<file path="src/rtl/sigmoid_grad_seq_if.sv">
// -----------------------------------------------------------------------------
// sigmoid_grad_seq_if
//   Handshake bundle for the sigmoid backward-gradient unit.
//
//   Input side (producer -> unit):
//     in_valid  : y/g pair is valid
//     in_ready  : unit can accept a pair
//     y         : forward sigmoid output, unsigned Q7.9
//     g         : upstream gradient, signed Q7.9
//   Output side (unit -> consumer):
//     out_valid : dx is valid
//     out_ready : consumer accepts dx
//     dx        : gradient result, signed Q7.9
//
//   master : the side that supplies y/g and consumes dx
//   slave  : the gradient unit itself
// -----------------------------------------------------------------------------
interface sigmoid_grad_seq_if #(
   parameter int WIDTH = 16
);
   logic             in_valid;
   logic             in_ready;
   logic [WIDTH-1:0] y;
   logic [WIDTH-1:0] g;
   logic             out_valid;
   logic             out_ready;
   logic [WIDTH-1:0] dx;

   modport master (
      output in_valid,
      input  in_ready,
      output y,
      output g,
      input  out_valid,
      output out_ready,
      input  dx
   );

   modport slave (
      input  in_valid,
      output in_ready,
      input  y,
      input  g,
      output out_valid,
      input  out_ready,
      output dx
   );
endinterface

</file>
<file path="src/rtl/sigmoid_grad_seq.sv">
// -----------------------------------------------------------------------------
// sigmoid_grad_seq
//   Backward companion of the forward sigmoid PWL unit. Given a stored forward
//   output y = sigmoid(x) and an upstream gradient g it returns
//       dx = g * y * (1 - y)
//   in Q7.9 fixed point, using a single sequential shift-add multiplier that
//   is reused for both products.
//
//   Ports:
//     clk : clock, all state changes on the rising edge
//     rst : synchronous, active-high reset (aborts any in-flight item)
//     bus : sigmoid_grad_seq_if.slave
//             in_valid/in_ready/y/g    - operand handshake (accept in IDLE)
//             out_valid/out_ready/dx   - result handshake (present in DONE)
//
//   Sequence: IDLE -> MUL1 (WIDTH cycles, y*(1-y)) -> MUL2 (WIDTH cycles,
//   |g|*p) -> SAT (1 cycle) -> DONE. Sign is handled as sign/magnitude so
//   truncation rounds toward zero for negative gradients as well.
// -----------------------------------------------------------------------------
module sigmoid_grad_seq #(
   parameter int WIDTH = 16,
   parameter int FRAC  = 9
) (
   input  logic                 clk,
   input  logic                 rst,
   sigmoid_grad_seq_if.slave    bus
);

   localparam int CW = $clog2(WIDTH);

   localparam logic [2:0] S_IDLE = 3'd0;
   localparam logic [2:0] S_MUL1 = 3'd1;
   localparam logic [2:0] S_MUL2 = 3'd2;
   localparam logic [2:0] S_SAT  = 3'd3;
   localparam logic [2:0] S_DONE = 3'd4;

   // 1.0 in Q7.9 and the LSB constant used for two's-complement negation.
   localparam logic [WIDTH-1:0]   ONE     = {{(WIDTH-1){1'b0}}, 1'b1} << FRAC;
   localparam logic [WIDTH-1:0]   LSB     = {{(WIDTH-1){1'b0}}, 1'b1};
   // Largest positive magnitude and largest negative magnitude of the output.
   localparam logic [2*WIDTH-1:0] POS_MAX = {{(WIDTH+1){1'b0}}, {(WIDTH-1){1'b1}}};
   localparam logic [2*WIDTH-1:0] NEG_MAX = {{WIDTH{1'b0}}, 1'b1, {(WIDTH-1){1'b0}}};

   // --------------------------------------------------------------------------
   // Saturating sign application: clip the magnitude to the representable
   // range for the requested sign, then negate if needed.
   // --------------------------------------------------------------------------
   function automatic logic signed [WIDTH-1:0] sat_dx(
      input logic [2*WIDTH-1:0] mag,
      input logic               neg
   );
      logic [2*WIDTH-1:0] lim;
      logic [WIDTH-1:0]   lo;
      if (neg) begin
         lim    = (mag > NEG_MAX) ? NEG_MAX : mag;
         lo     = lim[WIDTH-1:0];
         sat_dx = $signed(~lo + LSB);
      end else begin
         lim    = (mag > POS_MAX) ? POS_MAX : mag;
         lo     = lim[WIDTH-1:0];
         sat_dx = $signed(lo);
      end
   endfunction

   // Magnitude of a two's-complement word as unsigned; the most negative
   // value maps onto itself, which is the correct unsigned magnitude.
   function automatic logic [WIDTH-1:0] abs_mag(input logic [WIDTH-1:0] v);
      abs_mag = v[WIDTH-1] ? (~v + LSB) : v;
   endfunction

   logic [2:0]              state;
   logic [CW-1:0]           cnt;
   logic [WIDTH-1:0]        yc;
   logic [WIDTH-1:0]        om;
   logic                    sg;
   logic [WIDTH-1:0]        mg;
   logic [WIDTH-1:0]        p;
   logic [2*WIDTH-1:0]      acc;
   logic signed [WIDTH-1:0] dx_r;

   logic [WIDTH-1:0]        y_clamp;
   logic [WIDTH-1:0]        mcand;
   logic                    mbit;
   logic [2*WIDTH-1:0]      addend;
   logic [2*WIDTH-1:0]      acc_next;
   logic                    last_step;

   // Inputs above 1.0 cannot come from the forward unit; clamp them so the
   // (1 - y) term never goes negative.
   assign y_clamp = (bus.y > ONE) ? ONE : bus.y;

   // Shared shift-add datapath. MUL1 walks the bits of yc against om,
   // MUL2 walks the bits of |g| against p.
   always_comb begin
      mcand    = (state == S_MUL2) ? p : om;
      mbit     = (state == S_MUL2) ? mg[cnt] : yc[cnt];
      addend   = mbit ? ({{WIDTH{1'b0}}, mcand} << cnt) : '0;
      acc_next = acc + addend;
   end

   assign last_step = (cnt == CW'(WIDTH - 1));

   // --------------------------------------------------------------------------
   // Control FSM and operand/result registers
   // --------------------------------------------------------------------------
   always_ff @(posedge clk) begin
      if (rst) begin
         state <= S_IDLE;
         cnt   <= '0;
         yc    <= '0;
         om    <= '0;
         sg    <= 1'b0;
         mg    <= '0;
         p     <= '0;
         acc   <= '0;
         dx_r  <= '0;
      end else begin
         case (state)
            S_IDLE: begin
               if (bus.in_valid) begin
                  yc    <= y_clamp;
                  om    <= ONE - y_clamp;
                  sg    <= bus.g[WIDTH-1];
                  mg    <= abs_mag(bus.g);
                  acc   <= '0;
                  cnt   <= '0;
                  state <= S_MUL1;
               end
            end

            S_MUL1: begin
               if (last_step) begin
                  // y*(1-y) never exceeds 0.25, so p fits comfortably.
                  p     <= acc_next[FRAC +: WIDTH];
                  acc   <= '0;
                  cnt   <= '0;
                  state <= S_MUL2;
               end else begin
                  acc <= acc_next;
                  cnt <= cnt + CW'(1);
               end
            end

            S_MUL2: begin
               acc <= acc_next;
               if (last_step) begin
                  state <= S_SAT;
               end else begin
                  cnt <= cnt + CW'(1);
               end
            end

            S_SAT: begin
               dx_r  <= sat_dx(acc >> FRAC, sg);
               state <= S_DONE;
            end

            S_DONE: begin
               if (bus.out_ready) begin
                  state <= S_IDLE;
               end
            end

            default: begin
               state <= S_IDLE;
            end
         endcase
      end
   end

   // Handshake outputs depend on state only, so there is no combinational
   // path from in_valid or out_ready.
   assign bus.in_ready  = (state == S_IDLE);
   assign bus.out_valid = (state == S_DONE);
   assign bus.dx        = $unsigned(dx_r);

endmodule

</file>
<file path="src/flat_wrapper.sv">
// flat-port wrapper written by rule: the top's interface ports become plain ports
module sigmoid_grad_seq_flat 
#(
   parameter int WIDTH = 16,
   parameter int FRAC  = 9
)
  (clk, rst, bus_in_valid, bus_in_ready, bus_y, bus_g, bus_out_valid, bus_out_ready, bus_dx);
  sigmoid_grad_seq_if #(.WIDTH(WIDTH)) bus_i ();
  input  logic clk;
  input  logic rst;
  input wire logic [$bits(bus_i.in_valid)-1:0] bus_in_valid;
  output wire logic [$bits(bus_i.in_ready)-1:0] bus_in_ready;
  input wire logic [$bits(bus_i.y)-1:0] bus_y;
  input wire logic [$bits(bus_i.g)-1:0] bus_g;
  output wire logic [$bits(bus_i.out_valid)-1:0] bus_out_valid;
  input wire logic [$bits(bus_i.out_ready)-1:0] bus_out_ready;
  output wire logic [$bits(bus_i.dx)-1:0] bus_dx;
  assign bus_i.in_valid = bus_in_valid;
  assign bus_in_ready = bus_i.in_ready;
  assign bus_i.y = bus_y;
  assign bus_i.g = bus_g;
  assign bus_out_valid = bus_i.out_valid;
  assign bus_i.out_ready = bus_out_ready;
  assign bus_dx = bus_i.dx;
  sigmoid_grad_seq #(.WIDTH(WIDTH), .FRAC(FRAC)) u_core (.clk(clk), .rst(rst), .bus(bus_i));
endmodule
</file>
<file path="config.mk">
export PLATFORM = sky130hd
export DESIGN_NAME = sigmoid_grad_seq_flat
export DESIGN_NICKNAME = d
export VERILOG_FILES = /design/src/rtl/sigmoid_grad_seq_if.sv /design/src/rtl/sigmoid_grad_seq.sv /design/src/flat_wrapper.sv
export SDC_FILE = /design/constraint.sdc
export NUM_CORES = 1
export LEC_CHECK = 0
export CORE_MARGIN = 3
export CORE_UTILIZATION = 40
export DETAILED_ROUTE_END_ITERATION = 8
export GPL_ROUTABILITY_DRIVEN = 0
export PLACE_DENSITY_LB_ADDON = 0.3
export SYNTH_ARGS = -nofsm -noshare
export SYNTH_HDL_FRONTEND = slang
export SYNTH_SLANG_ARGS = --single-unit
</file>
<file path="constraint.sdc">
create_clock -name clk -period 8 [get_ports clk]
set_input_delay 1.6 -clock clk [delete_from_list [all_inputs] [get_ports clk]]
set_output_delay 1.6 -clock clk [all_outputs]
set_load 0.1 [all_outputs]
</file>
# After elaboration in Yosys (flattened, before gate mapping)
# Index checks and enable logic that the tools add are counted.
dict set report classes {
  n_addsub 5
  mul 0
  n_reduce_logical 7
  div 0
  n_bitwise 2
  eq_ne 10
  muxes 24
  n_lt_le_gt_ge 4
  shifts 1
}
# cell count
set op_table {}
lappend op_table {{two-way mux 16 bit} 6}
lappend op_table {{two-way mux 32 bit} 3}
lappend op_table {{one-hot mux 32 bit (3 select lines)} 1}
lappend op_table {{adder 16 x 1 -> 16 bit, second input constant} 2}
lappend op_table {{adder 32 bit} 1}
lappend op_table {{inverter 16 bit} 2}
lappend op_table {{<< shifter 16 x 4 -> 32 bit} 1}
lappend op_table {{greater-than comparator 23 x 15 -> 1 bit, second input constant} 1}
lappend op_table {{greater-than comparator 23 x 16 -> 1 bit, second input constant} 1}
lappend op_table {{greater-than comparator 16 x 10 -> 1 bit, second input constant} 1}
lappend op_table {{subtractor 10 x 16 -> 16 bit, first input constant} 1}
lappend op_table {{one-hot mux 3 bit (5 select lines)} 1}
lappend op_table {{two-way mux 3 bit} 4}
lappend op_table {{two-way mux 4 bit} 3}
lappend op_table {{one-hot mux 4 bit (3 select lines)} 1}
lappend op_table {{binary-select mux 1 bit (select 4 bit)} 2}
lappend op_table {{equality test 3 x 2 -> 1 bit, second input constant} 2}
lappend op_table {{!= test 2 x 1 -> 1 bit, second input constant} 3}
lappend op_table {{AND reduction 2 bit} 3}
lappend op_table {{less-than comparator 4 x 5 -> 1 bit, second input constant} 1}
lappend op_table {{adder 4 x 1 -> 4 bit, second input constant} 1}
lappend op_table {{equality test 4 bit, second input constant} 1}
lappend op_table {{!= test 2 bit, second input constant} 2}
lappend op_table {{AND reduction 4 bit} 1}
lappend op_table {{other kinds (6)} 8}
dict set report totals {
  memories 0
  register_bits 120
  latchBits 0
  ram_bits 0
  wordCells 62
  romBits 0
  input_bits 36
}

# Logic depth before layout (Yosys ltp)
# Gate-level depths: netlist (run 1).
dict set report depth {
  word_depth 7
  ltp_mapped 19
}

# Least setup slack after synthesis (run 1)
# No wires, ideal clock.
dict set report synth_path {
  path_kind {register -> output}
  start {register u_core.state[2]}
  end {output port bus_out_valid}
  arrival_ns 2.902
  t_required_ns 6.400
  path_slack_ns 3.498
  stages_incl_launch_ff 3
  n_path_buf 1
  path_cell_list {dfxtp_1 clkbuf_1 nor3b_1}
}
dict set report synth_via {
  elab_chain_cells 1
}
# element line
set synth_rtl {}
lappend synth_rtl {{start: declaration} sigmoid_grad_seq.sv:71} ;# logic [2:0] state;
lappend synth_rtl {{start signal: assignment} sigmoid_grad_seq.sv:108} ;# state <= S_IDLE;
lappend synth_rtl {{start signal: assignment} sigmoid_grad_seq.sv:127} ;# state <= S_MUL1;
lappend synth_rtl {{start signal: assignment} sigmoid_grad_seq.sv:137} ;# state <= S_MUL2;
lappend synth_rtl {{equality test 3 bit} sigmoid_grad_seq.sv:174} ;# assign bus.out_valid = (state == S_DONE);
lappend synth_rtl {{end: declaration} flat_wrapper.sv:15} ;# output wire logic [$bits(bus_i.out_valid)-1:0] bus_out_valid;
# No other way between the ends.

# Worst setup path after layout (run 1)
dict set report layout_path {
  start {register u_core.cnt[0]}
  end {register u_core.acc[28]}
}
dict set report layout_via {
  elab_chain_cells 7
}
# element line
set layout_rtl {}
lappend layout_rtl {{start: declaration} sigmoid_grad_seq.sv:72} ;# logic [CW-1:0] cnt;
lappend layout_rtl {{start signal: assignment} sigmoid_grad_seq.sv:140} ;# cnt <= cnt + CW'(1);
lappend layout_rtl {{start signal: assignment} sigmoid_grad_seq.sv:149} ;# cnt <= cnt + CW'(1);
lappend layout_rtl {{binary-select mux 1 bit (select 4 bit)} sigmoid_grad_seq.sv:96} ;# mbit = (state == S_MUL2) ? mg[cnt] : yc[cnt];
lappend layout_rtl {{two-way mux 1 bit (not written as such)} sigmoid_grad_seq.sv:96}
lappend layout_rtl {{two-way mux 1 bit} sigmoid_grad_seq.sv:96}
lappend layout_rtl {{two-way mux 32 bit} sigmoid_grad_seq.sv:97} ;# addend = mbit ? ({{WIDTH{1'b0}}, mcand} << cnt) : '0;
lappend layout_rtl {{adder 32 bit} sigmoid_grad_seq.sv:98} ;# acc_next = acc + addend;
lappend layout_rtl {{two-way mux 32 bit} sigmoid_grad_seq.sv:132} ;# if (last_step) begin
lappend layout_rtl {{one-hot mux 32 bit (3 select lines) (*)} sigmoid_grad_seq.sv:118} ;# case (state)
lappend layout_rtl {{end signal: assignment} sigmoid_grad_seq.sv:139} ;# acc <= acc_next;
lappend layout_rtl {{end signal: assignment} sigmoid_grad_seq.sv:145} ;# acc <= acc_next;
lappend layout_rtl {{end: declaration} sigmoid_grad_seq.sv:78} ;# logic [2*WIDTH-1:0] acc;
# Every way passes the cells marked *; elsewhere a longest branch is shown, timed or not. The select of a mux whose other input is x is not followed.
# A chain may end at the register's enable or synchronous reset.

==> results by group, run 1 <==
Run status
  – Outcome: completed

Floorplanning
  – Placement Rows: between 50 and 60
  – IO Pins: between 50 and 60
  – Initial Util: between 40% and 50%
  – Die extent in y: around 150 µm
  – Die Area: about 23,000 µm²
  – Die X: roughly 150 µm
  – Core area: around 20,000 µm²

Timing
  – Endpoints failing setup: 0
  – Final slew viol count: 0
  – RSZ-0062 raised after global routing: false
  – Setup TNS: 0 ps
  – Max Fclk: ~0.18 GHz
  – Final worst path period share: between 70% and 80%
  – Period minus WS final: 5630 ps
  – Least-Margin Pin Slew: 1160 ps
  – Rel. slew slack: approximately 22%
  – Final Hold Vio Count: 0
  – Final setup skew: about 7 ps

Setup path
  – CP Capture Type: flop
  – R2R Path Start: u_core.cnt[0]
  – CP Max Fanout: 40
  – CP Launch Type: flop
  – Register-to-register setup slack: about 2400 ps
  – Worst setup path startpoint: u_core.cnt[0]
  – CP Data Arrival Time: 5950 ps
  – Crit path capture: u_core.acc[28]
  – CP required: 8320 ps
  – Worst reg2reg path endpoint: u_core.acc[28]
  – R2R depth: 14
  – Critical path type: flop to flop

Global routing
  – Grt met3 use: 4.46%
  – Global routing's busiest layer: met2
  – Initial antenna violation count: 0
  – Vias in the first global route: between 7,000 and 8,000
  – Met2 usage: 32.3%
  – GR Overflow Total: 0
  – Largest net degree at the start of global routing: between 50 and 60
  – First-pass GRT wire length: ~36,000 µm
  – Gr usage total: between 20% and 30%
  – GR Util met1: between 20% and 30%

Power and ir drop
  – Pleak: roughly 0.0035 µW
  – Peak supply drop: between 0.1 and 0.15 mV
  – Pwr/cell area: ~150 nW/µm²

Job
  – Max Cap Viol: 0

Yosys
  – Sequential fraction of the synthesis area: about 29%
  – Post-synth ARST share: 0%
  – Syn Inst Count: 1,056
  – Net count after synthesis: between 1,000 and 1,500
  – Synth Warn #: 0
  – EDFF count, synth: 0
  – Avg Synthesized Cell Area: 7.87 µm²
  – Post-Synth XOR/XNOR Area: under 10%
  – Synth unique cells: between 70 and 80
  – Largest family of logic cells by synthesized area: simple AND/OR/NAND/NOR gates
  – Most used DFF post-synth: dfxtp_1
  – Post-synthesis mux area share: between 10% and 20%
  – Post-Synth Adder-Cell Area: around 5.5%
  – Compound-gate portion of the synthesized area: 23.0%
  – Seq cells post-synth: approximately 120
  – Simple-gate share of the synthesized area: between 20% and 30%
  – Synthesized area: approximately 8300 µm²

Drt
  – Vias per Instance: between 5 and 6
  – DRT iter0 DRCs: approximately 630
  – Post-DRT Antenna Nets: 0
  – First-pass detailed-route iteration total: 5
  – Final WL: approximately 22,000 µm
  – Drt wl/cell: 16.5 µm
  – Total vias in the final route: between 7,000 and 8,000
  – DRC: 0

Clock network
  – CTS Sinks: between 100 and 150
  – CTS root buf: clkbuf_16
  – CTS tree: yes
  – Post-CTS Setup Bufs: 0
  – Post-cts hold buffer count: 0
  – Cts bufs inserted: 17
  – H-tree Lvls: 4
  – Clock buffer depth: 2
  – Clock Pin Slew Worst Setup and Hold Paths: approximately 60 ps
  – PostCTS Resize Cnt: 0
  – Skew-Pair Late Insertion Delay: around 430 ps

Place
  – Final HPWL DP: 16,300 µm
  – Dpl cell area: ~9000 µm²
  – IO Port Bufs: between 50 and 60
  – Dpl cells: 1,318

Min path
  – Hold Startpoint: u_core.om[7]
  – Type of the worst min-delay path: flop to flop

Layout
  – Commonest non-fill, non-tap cell in the layout: nor2_1
  – Syn-to-layout area delta: 14.5%
  – Final instance area: 9520 µm²
  – Share of cells above drive strength 1: under 10%
  – Nets@finish: between 1,000 and 1,500
  – Diodes inserted: 0
  – Most frequent cells in the layout: 120 x nor2_1, 118 x dfxtp_1, 113 x nand2_1, 92 x a21oi_1, 70 x mux2i_1
  – Non-filler instance count after layout: ~1,300
==> kinds of logic (layout without fill, tap and decap cells) <==
logic type               count (synthesis)  count (layout)
AND/OR/NAND/NOR                        401             401
AO/OA/AOI/OAI                          296             296
flip-flops                             119             119
multiplexers                            84              84
buffers and inverters                   80             103
XOR/XNOR                                40              40
adder cells (fa/ha/maj)                 36              36
==> worst max-delay path, stage by stage, from the launching register on <==
cell and delay (ps):
dfxtp_2 980, mux4_2 600, mux4_2 510, a21oi_4 420
nor2_1 160, and3_1 250, ha_1 220, fa_1 430
a211oi_1 250, o31a_2 230, a211oi_2 90, o31ai_1 560
a2111oi_2 170, or3_1 380, a32o_1 240
==> Yosys cell counts (5+ instances only) <==
master    instances  area [µm²]
o21a_1            8        60.1
nor3b_1           8        60.1
a21oi_1          92         460
mux2i_1          70         701
buf_2             6        30.0
dfxtp_1         119        2380
clkbuf_1         55         206
xor2_1           25         219
nand4_1           8        50.1
nor2_1          120         450
a21o_1           14         105
a211oi_1         32         240
xnor2_1          15         131
o31ai_1           6        45.0
o21bai_1          7        52.6
and2_1           15        93.8
a22oi_1           9        67.6
nand2b_1          8        50.1
a31oi_1           6        37.5
mux2_2            7        78.8
nor3_1           26         130
nand3_1          37         185
inv_1             8        30.0
buf_1             5        18.8
nor4_1           13        81.3
o21ai_0          65         325
or3_1            11        68.8
o21ai_1           5        25.0
mux4_2            7         158
o211ai_1         11        82.6
nor2b_1          12        75.1
nand2_1         113         424
ha_1             35         438
a22o_1            6        52.6
nand3b_1         11        82.6
==> final cells by class <==
class	instances	area (µm²)
clock buffers	17	425
well taps	270	338
flip-flops and latches	119	2380
fillers	2027	10800
clock inverters	14	129
inverters	9	33.8
multi-input cells	857	5610
repair buffers	63	601
==> per-layer routing <==
layer	up-vias	wire length (µm)
li1	3885	-
met5	-	0
met2	204	10200
met1	3571	10500
met3	24	1160
met4	0	337
==> flip-flops by register name, summed over array words and instances (netlist names) <==
| register | cells |
|---|---|
| u_core.om | 16 |
| u_core.yc | 15 |
| u_core.acc | 32 |
| u_core.sg | 1 |
| u_core.state | 3 |
| u_core.bus.dx | 16 |
| u_core.cnt | 4 |
| u_core.mg | 16 |
| u_core.p | 16 |
==> worst min-delay path by stage <==
stage	endpoint	cells past startpoint
global route	u_core.bus.dx[9]	2
finish	u_core.om[7]	2
detailed placement	u_core.yc[11]	1
CTS	u_core.yc[5]	2
global placement	u_core.yc[15]	1
floorplan	u_core.yc[11]	1
==> per-stage QoR <==
step	hold WS, ps	setup WS (ps)	util [%]	total power [µW]
floorplan	424	3500	-	690
global placement	439	2470	44.1	730
detailed placement	440	2350	44.1	731
CTS	456	2330	46.9	1460
global route	473	2040	46.9	1500
finish	451	2370	46.9	1450
==> where the power goes <==
group,switching [µW],internal (µW)
clock network,303,426
registers,12.1,602
logic,58.6,45.7
total,373,1070
(Power assumes the default switching activity.)
==> run 2, diff against run 1 <==
clock period = 5.15 ns   (was 8 ns; I/O delays follow)
==> results by group, run 2 (same netlist as run 1, synthesis figures left out) <==
Run status
  – Outcome: completed

Floorplanning
  – Core area: between 20,000 and 25,000 µm²
  – Die Area: around 23,000 µm²
  – Placement Rows: between 50 and 60
  – Die X: between 150 and 200 µm
  – Die extent in y: approximately 150 µm
  – IO Pins: 54
  – Initial Util: 41.0%

Timing
  – Endpoints failing setup: 0
  – Final WS setup: around 460 ps
  – Final worst path period share: between 90% and 100%
  – Period minus WS final: between 4000 and 5000 ps
  – Rel. slew slack: 35.3%
  – Final setup skew: approximately 11 ps
  – Max Fclk: ~0.21 GHz
  – Setup TNS: 0 ps
  – Final Hold Vio Count: 0
  – RSZ-0062 raised after global routing: false
  – Final slew viol count: 0
  – Least-Margin Pin Slew: between 900 and 1000 ps

Setup path
  – Worst setup path startpoint: u_core.cnt[0]
  – CP required: 5480 ps
  – CP Capture Type: flop
  – R2R Path Start: u_core.cnt[0]
  – Critical path type: flop to flop
  – CP Data Arrival Time: roughly 5000 ps
  – CP Max Fanout: 14
  – CP Launch Type: flop

Clock network
  – CTS root buf: clkbuf_16
  – Clock Pin Slew Worst Setup and Hold Paths: approximately 70 ps
  – Post-cts hold buffer count: 0
  – CTS tree: yes
  – Post-CTS Setup Bufs: 0
  – CTS Sinks: roughly 120
  – H-tree Lvls: 4
  – Skew-Pair Late Insertion Delay: between 400 and 500 ps
  – Cts bufs inserted: 17
  – PostCTS Resize Cnt: 0
  – Clock buffer depth: 2

Min path
  – Type of the worst min-delay path: flop to flop
  – Hold Startpoint: u_core.yc[6]

Layout
  – Share of cells above drive strength 1: under 10%
  – Most frequent cells in the layout: 120 x nor2_1, 118 x dfxtp_1, 113 x nand2_1, 92 x a21oi_1, 70 x mux2i_1
  – Nets@finish: roughly 1,100
  – Largest Register: u_core.acc
  – Syn-to-layout area delta: 15.2%
  – Commonest non-fill, non-tap cell in the layout: nor2_1
  – Diodes inserted: 0
  – Max reg flops: 32
  – Final Util: a little under half

Drt
  – DRT iter0 DRCs: between 500 and 600
  – Total vias in the final route: roughly 7,700
  – Drt wl/cell: roughly 16 µm
  – DRC: 0
  – Vias per Instance: 5.72
  – Post-DRT Antenna Nets: 0
  – Final WL: between 20,000 and 25,000 µm
  – First-pass detailed-route iteration total: 5

Global routing
  – First-pass GRT wire length: 35,900 µm
  – Initial antenna violation count: 0
  – Vias in the first global route: about 7,200
  – GR Overflow Total: 0
  – Gr usage total: ~20%
  – Largest net degree at the start of global routing: 52

Power and ir drop
  – Peak supply drop: roughly 0.17 mV
  – Pleak: ~0.0035 µW
  – Pwr/cell area: around 240 nW/µm²

Place
  – Final HPWL DP: ~16,000 µm
  – Pre-CTS WS: about 420 ps
  – IO Port Bufs: 53

Job
  – Max Cap Viol: 0
run 2: path summary, 6_finish.rpt:
| path | end | slack (ps) | cells past startpoint |
|---|---|---|---|
| worst max-delay path | u_core.acc[28] | 460 | 14 |
| worst min-delay path | u_core.yc[6] | 450 | 2 |
| worst min register to register | u_core.yc[6] | 450 | 2 |
| worst max register to register | u_core.acc[28] | 460 | 14 |
run 2: metal layers:
metal | up-vias | track usage [%] | part of all wire (%)
li1 | 3902 | - | -
met2 | 203 | 32.1 | 46
met1 | 3601 | 25.9 | 47
met3 | 41 | 4.00 | 5.0
met5 | - | 0 | 0
met4 | 0 | 7.59 | 2.5
run 2: area by class of cell:
class	count	area (µm²)
well taps	270	338
inverters	9	33.8
clock inverters	15	156
clock buffers	17	425
repair buffers	67	631
fillers	2004	10700
multi-input cells	857	5610
flip-flops and latches	119	2380
run 2: stage by stage:
step / instance area [µm²] / std cells / hold slack (ps) / power, µW
floorplan: 8310 / 1056 / 424 / 1070
global placement: 8990 / 1322 / 438 / 1130
detailed placement: 8990 / 1322 / 441 / 1140
CTS: 9570 / 1354 / 452 / 2320
global route: 9570 / 1354 / 468 / 2380
finish: 9570 / 1354 / 450 / 2300
run 2: power by group:
part           leakage (µW)  internal [µW]  switching [µW]
registers          0.000963            934            14.9
logic               0.00226           71.2            95.8
clock network      0.000283            684             503
total               0.00351           1690             613
run 2: worst max-delay path, cell delays in order (launching register included):
cell	delay [ps]
dfxtp_2	550
mux4_2	550
mux4_2	500
a21oi_4	160
nor2_1	100
and3_1	190
ha_1	210
fa_1	430
a211oi_1	260
o31a_2	230
a211oi_2	100
o31ai_1	530
a2111oi_2	160
or3_1	380
a32o_1	240
==> run 3, diff against run 2 <==
ABC_AREA = 1   (was not set)
==> results by group, run 3 <==
Timing
  – Final WS setup: between 1000 and 1500 ps
  – Setup TNS: 0 ps
  – Period minus WS final: just over 4000 ps
  – Max Fclk: 0.245 GHz
  – Final worst path period share: around four fifths
  – Endpoints failing setup: 0
  – Final setup skew: 10.9 ps
  – Rel. slew slack: between 30% and 40%
  – RSZ-0062 raised after global routing: false
  – Final slew viol count: 0
  – Least-Margin Pin Slew: 969 ps
  – Final Hold Vio Count: 0

Place
  – Dpl cell area: about 9400 µm²
  – IO Port Bufs: between 50 and 60
  – Dpl cells: approximately 1,700
  – Final HPWL DP: approximately 19,000 µm
  – Pre-CTS WS: around 1200 ps

Floorplanning
  – Die Area: between 20,000 and 25,000 µm²
  – Placement Rows: 53
  – IO Pins: 54
  – Die extent in y: around 150 µm
  – Initial Util: about two fifths
  – Core area: roughly 21,000 µm²
  – Die X: approximately 150 µm

Run status
  – Outcome: completed

Clock network
  – Clock Pin Slew Worst Setup and Hold Paths: 50 ps
  – PostCTS Resize Cnt: 0
  – Cts bufs inserted: 17
  – Post-CTS Setup Bufs: 0
  – CTS tree: yes
  – CTS Sinks: 119
  – Post-cts hold buffer count: 0
  – Skew-Pair Late Insertion Delay: roughly 430 ps
  – Clock buffer depth: 2
  – CTS root buf: clkbuf_16
  – H-tree Lvls: 4

Setup path
  – Crit path cell chain: buf_4 > inv_1 > o211ai_1 > o2111ai_1 > nand3_1 > nand2_4 > nand2_4 > o21ai_1 > ha_1 > a21oi_1 > a21boi_0 > nand3_1 > nand2_1 > nand2_1 > xor2_1 > nand2_1 > a21oi_1
  – CP Launch Type: flop
  – Most frequent CP cell: nand2_1
  – CP Data Arrival Time: between 4000 and 5000 ps
  – Slowest cell delay on critical path: 540 ps
  – CP bufs+invs: 2
  – CP Capture Type: flop
  – CP Max Fanout: 25
  – Delay-heaviest family, CP: compound AO/OA/AOI/OAI gates
  – CP required: roughly 5500 ps
  – Critical path type: flop to flop
  – CP max stage cell: inv_1

Layout
  – Share of cells above drive strength 1: 7.84%
  – Final instance area: 9920 µm²
  – Nets@finish: about 1,500
  – Non-filler instance count after layout: 1,691
  – Most frequent cells in the layout: 334 x nand2_1, 148 x nor2_1, 133 x a21oi_1, 128 x inv_1, 119 x dfxtp_1
  – Syn-to-layout area delta: 12.7%
  – Diodes inserted: 0
  – Largest Register: u_core.acc
  – Max reg flops: 32
  – Commonest non-fill, non-tap cell in the layout: nand2_1

Global routing
  – GR Overflow Total: 0
  – First-pass GRT wire length: between 40,000 and 50,000 µm
  – Gr usage total: a little over a fifth
  – GR Util met1: between 20% and 30%
  – Initial antenna violation count: 0
  – Vias in the first global route: 8,116
  – Global routing's busiest layer: met2
  – Met2 usage: between 30 and 40%
  – Grt met3 use: about 3.6%
  – Largest net degree at the start of global routing: 63

Yosys
  – Synth unique cells: 54
  – Synth top area share: between 20% and 30%
  – EDFF count, synth: 0
  – Count leader, synth: nand2_1
  – Simple-gate share of the synthesized area: between 30% and 40%
  – Net count after synthesis: ~1,500
  – Largest cells by area after synthesis: dfxtp_1 27%, nand2_1 14%, a21oi_1 7.6%
  – Compound-gate portion of the synthesized area: about a quarter
  – Synth area leader: dfxtp_1
  – Synthesized area: ~8800 µm²
  – Post-Synth XOR/XNOR Area: ~2.3%
  – Post-synthesis mux area share: less than 1%
  – Post-Synth Adder-Cell Area: between 5 and 6%
  – Largest family of logic cells by synthesized area: simple AND/OR/NAND/NOR gates
  – Avg Synthesized Cell Area: approximately 6.3 µm²
  – Synth Warn #: 0
  – Seq cells post-synth: around 120
  – Sequential fraction of the synthesis area: 27.1%
  – Commonest cells post-synth: 334 x nand2_1, 148 x nor2_1, 133 x a21oi_1
  – Syn Inst Count: approximately 1,400
  – Most used DFF post-synth: dfxtp_1
  – Post-synth ARST share: 0%

Power and ir drop
  – Pwr/cell area: around 450 nW/µm²
  – Pleak: 0.00438 µW
  – Total chip power: 4420 µW
  – Peak supply drop: 0.260 mV

Drt
  – DRC: 0
  – Final WL: 25,600 µm
  – Drt wl/cell: approximately 15 µm
  – Total vias in the final route: approximately 8,900
  – DRT iter0 DRCs: around 630
  – Post-DRT Antenna Nets: 0
  – First-pass detailed-route iteration total: 5
  – Vias per Instance: ~5.3

Job
  – Max Cap Viol: 0

Min path
  – Type of the worst min-delay path: flop to flop
==> run 3: worst paths after layout <==
kind	start	to	slack, ps	depth (start not counted)
setup / recovery	u_core.cnt[2]	u_core.acc[19]	1060	17
hold / removal	u_core.yc[11]	u_core.yc[11]	440	2
setup reg to reg	u_core.cnt[2]	u_core.acc[19]	1060	17
hold reg to reg	u_core.yc[11]	u_core.yc[11]	440	2
==> run 3: cell type report <==
class / instances / area, µm²
Clock inverter: 8 / 72.6
Multi-Input combinational cell: 1069 / 5530
Sequential cell: 119 / 2380
Tap cell: 275 / 344
Fill cell: 2204 / 11400
Timing Repair Buffer: 60 / 578
Inverter: 137 / 517
Clock buffer: 23 / 488
==> run 3: worst min-delay path: cells and delay by family, from the launching register on <==
family | cells | cell delay [ps]
flip-flops | 1 | 290
buffers and inverters | 1 | 60
AND/OR/NAND/NOR | 1 | 50
==> run 3: cells by family after synthesis <==
group           count (synthesis)
flops                         119
xor+xnor                       23
fa+ha+maj                      36
mux                             4
compound gates                366
simple gates                  640
buf+inv                       202
==> run 3: power by group <==
group / total [µW] / internal (µW) / leakage [µW] / switching (µW)
clock network: 1150 / 708 / 0.000271 / 438
logic: 2100 / 583 / 0.00314 / 1520
registers: 1170 / 1060 / 0.000967 / 111
total: 4420 / 2350 / 0.00438 / 2070
==> run 3: per-stage QoR <==
stage / utilization (%) / hold slack [ps]
2_1_floorplan: - / 415
3_3_place_gp: 43.9 / 427
3_5_place_dp: 43.9 / 436
4_1_cts: 46.6 / 445
5_1_grt: 46.6 / 458
6_report: 46.6 / 442
==> run 3: per-layer routing <==
metal	share of wire [%]	routed length, µm
met2	46	11600
met1	47	12000
met5	0	0
met4	1.9	495
met3	5.6	1430
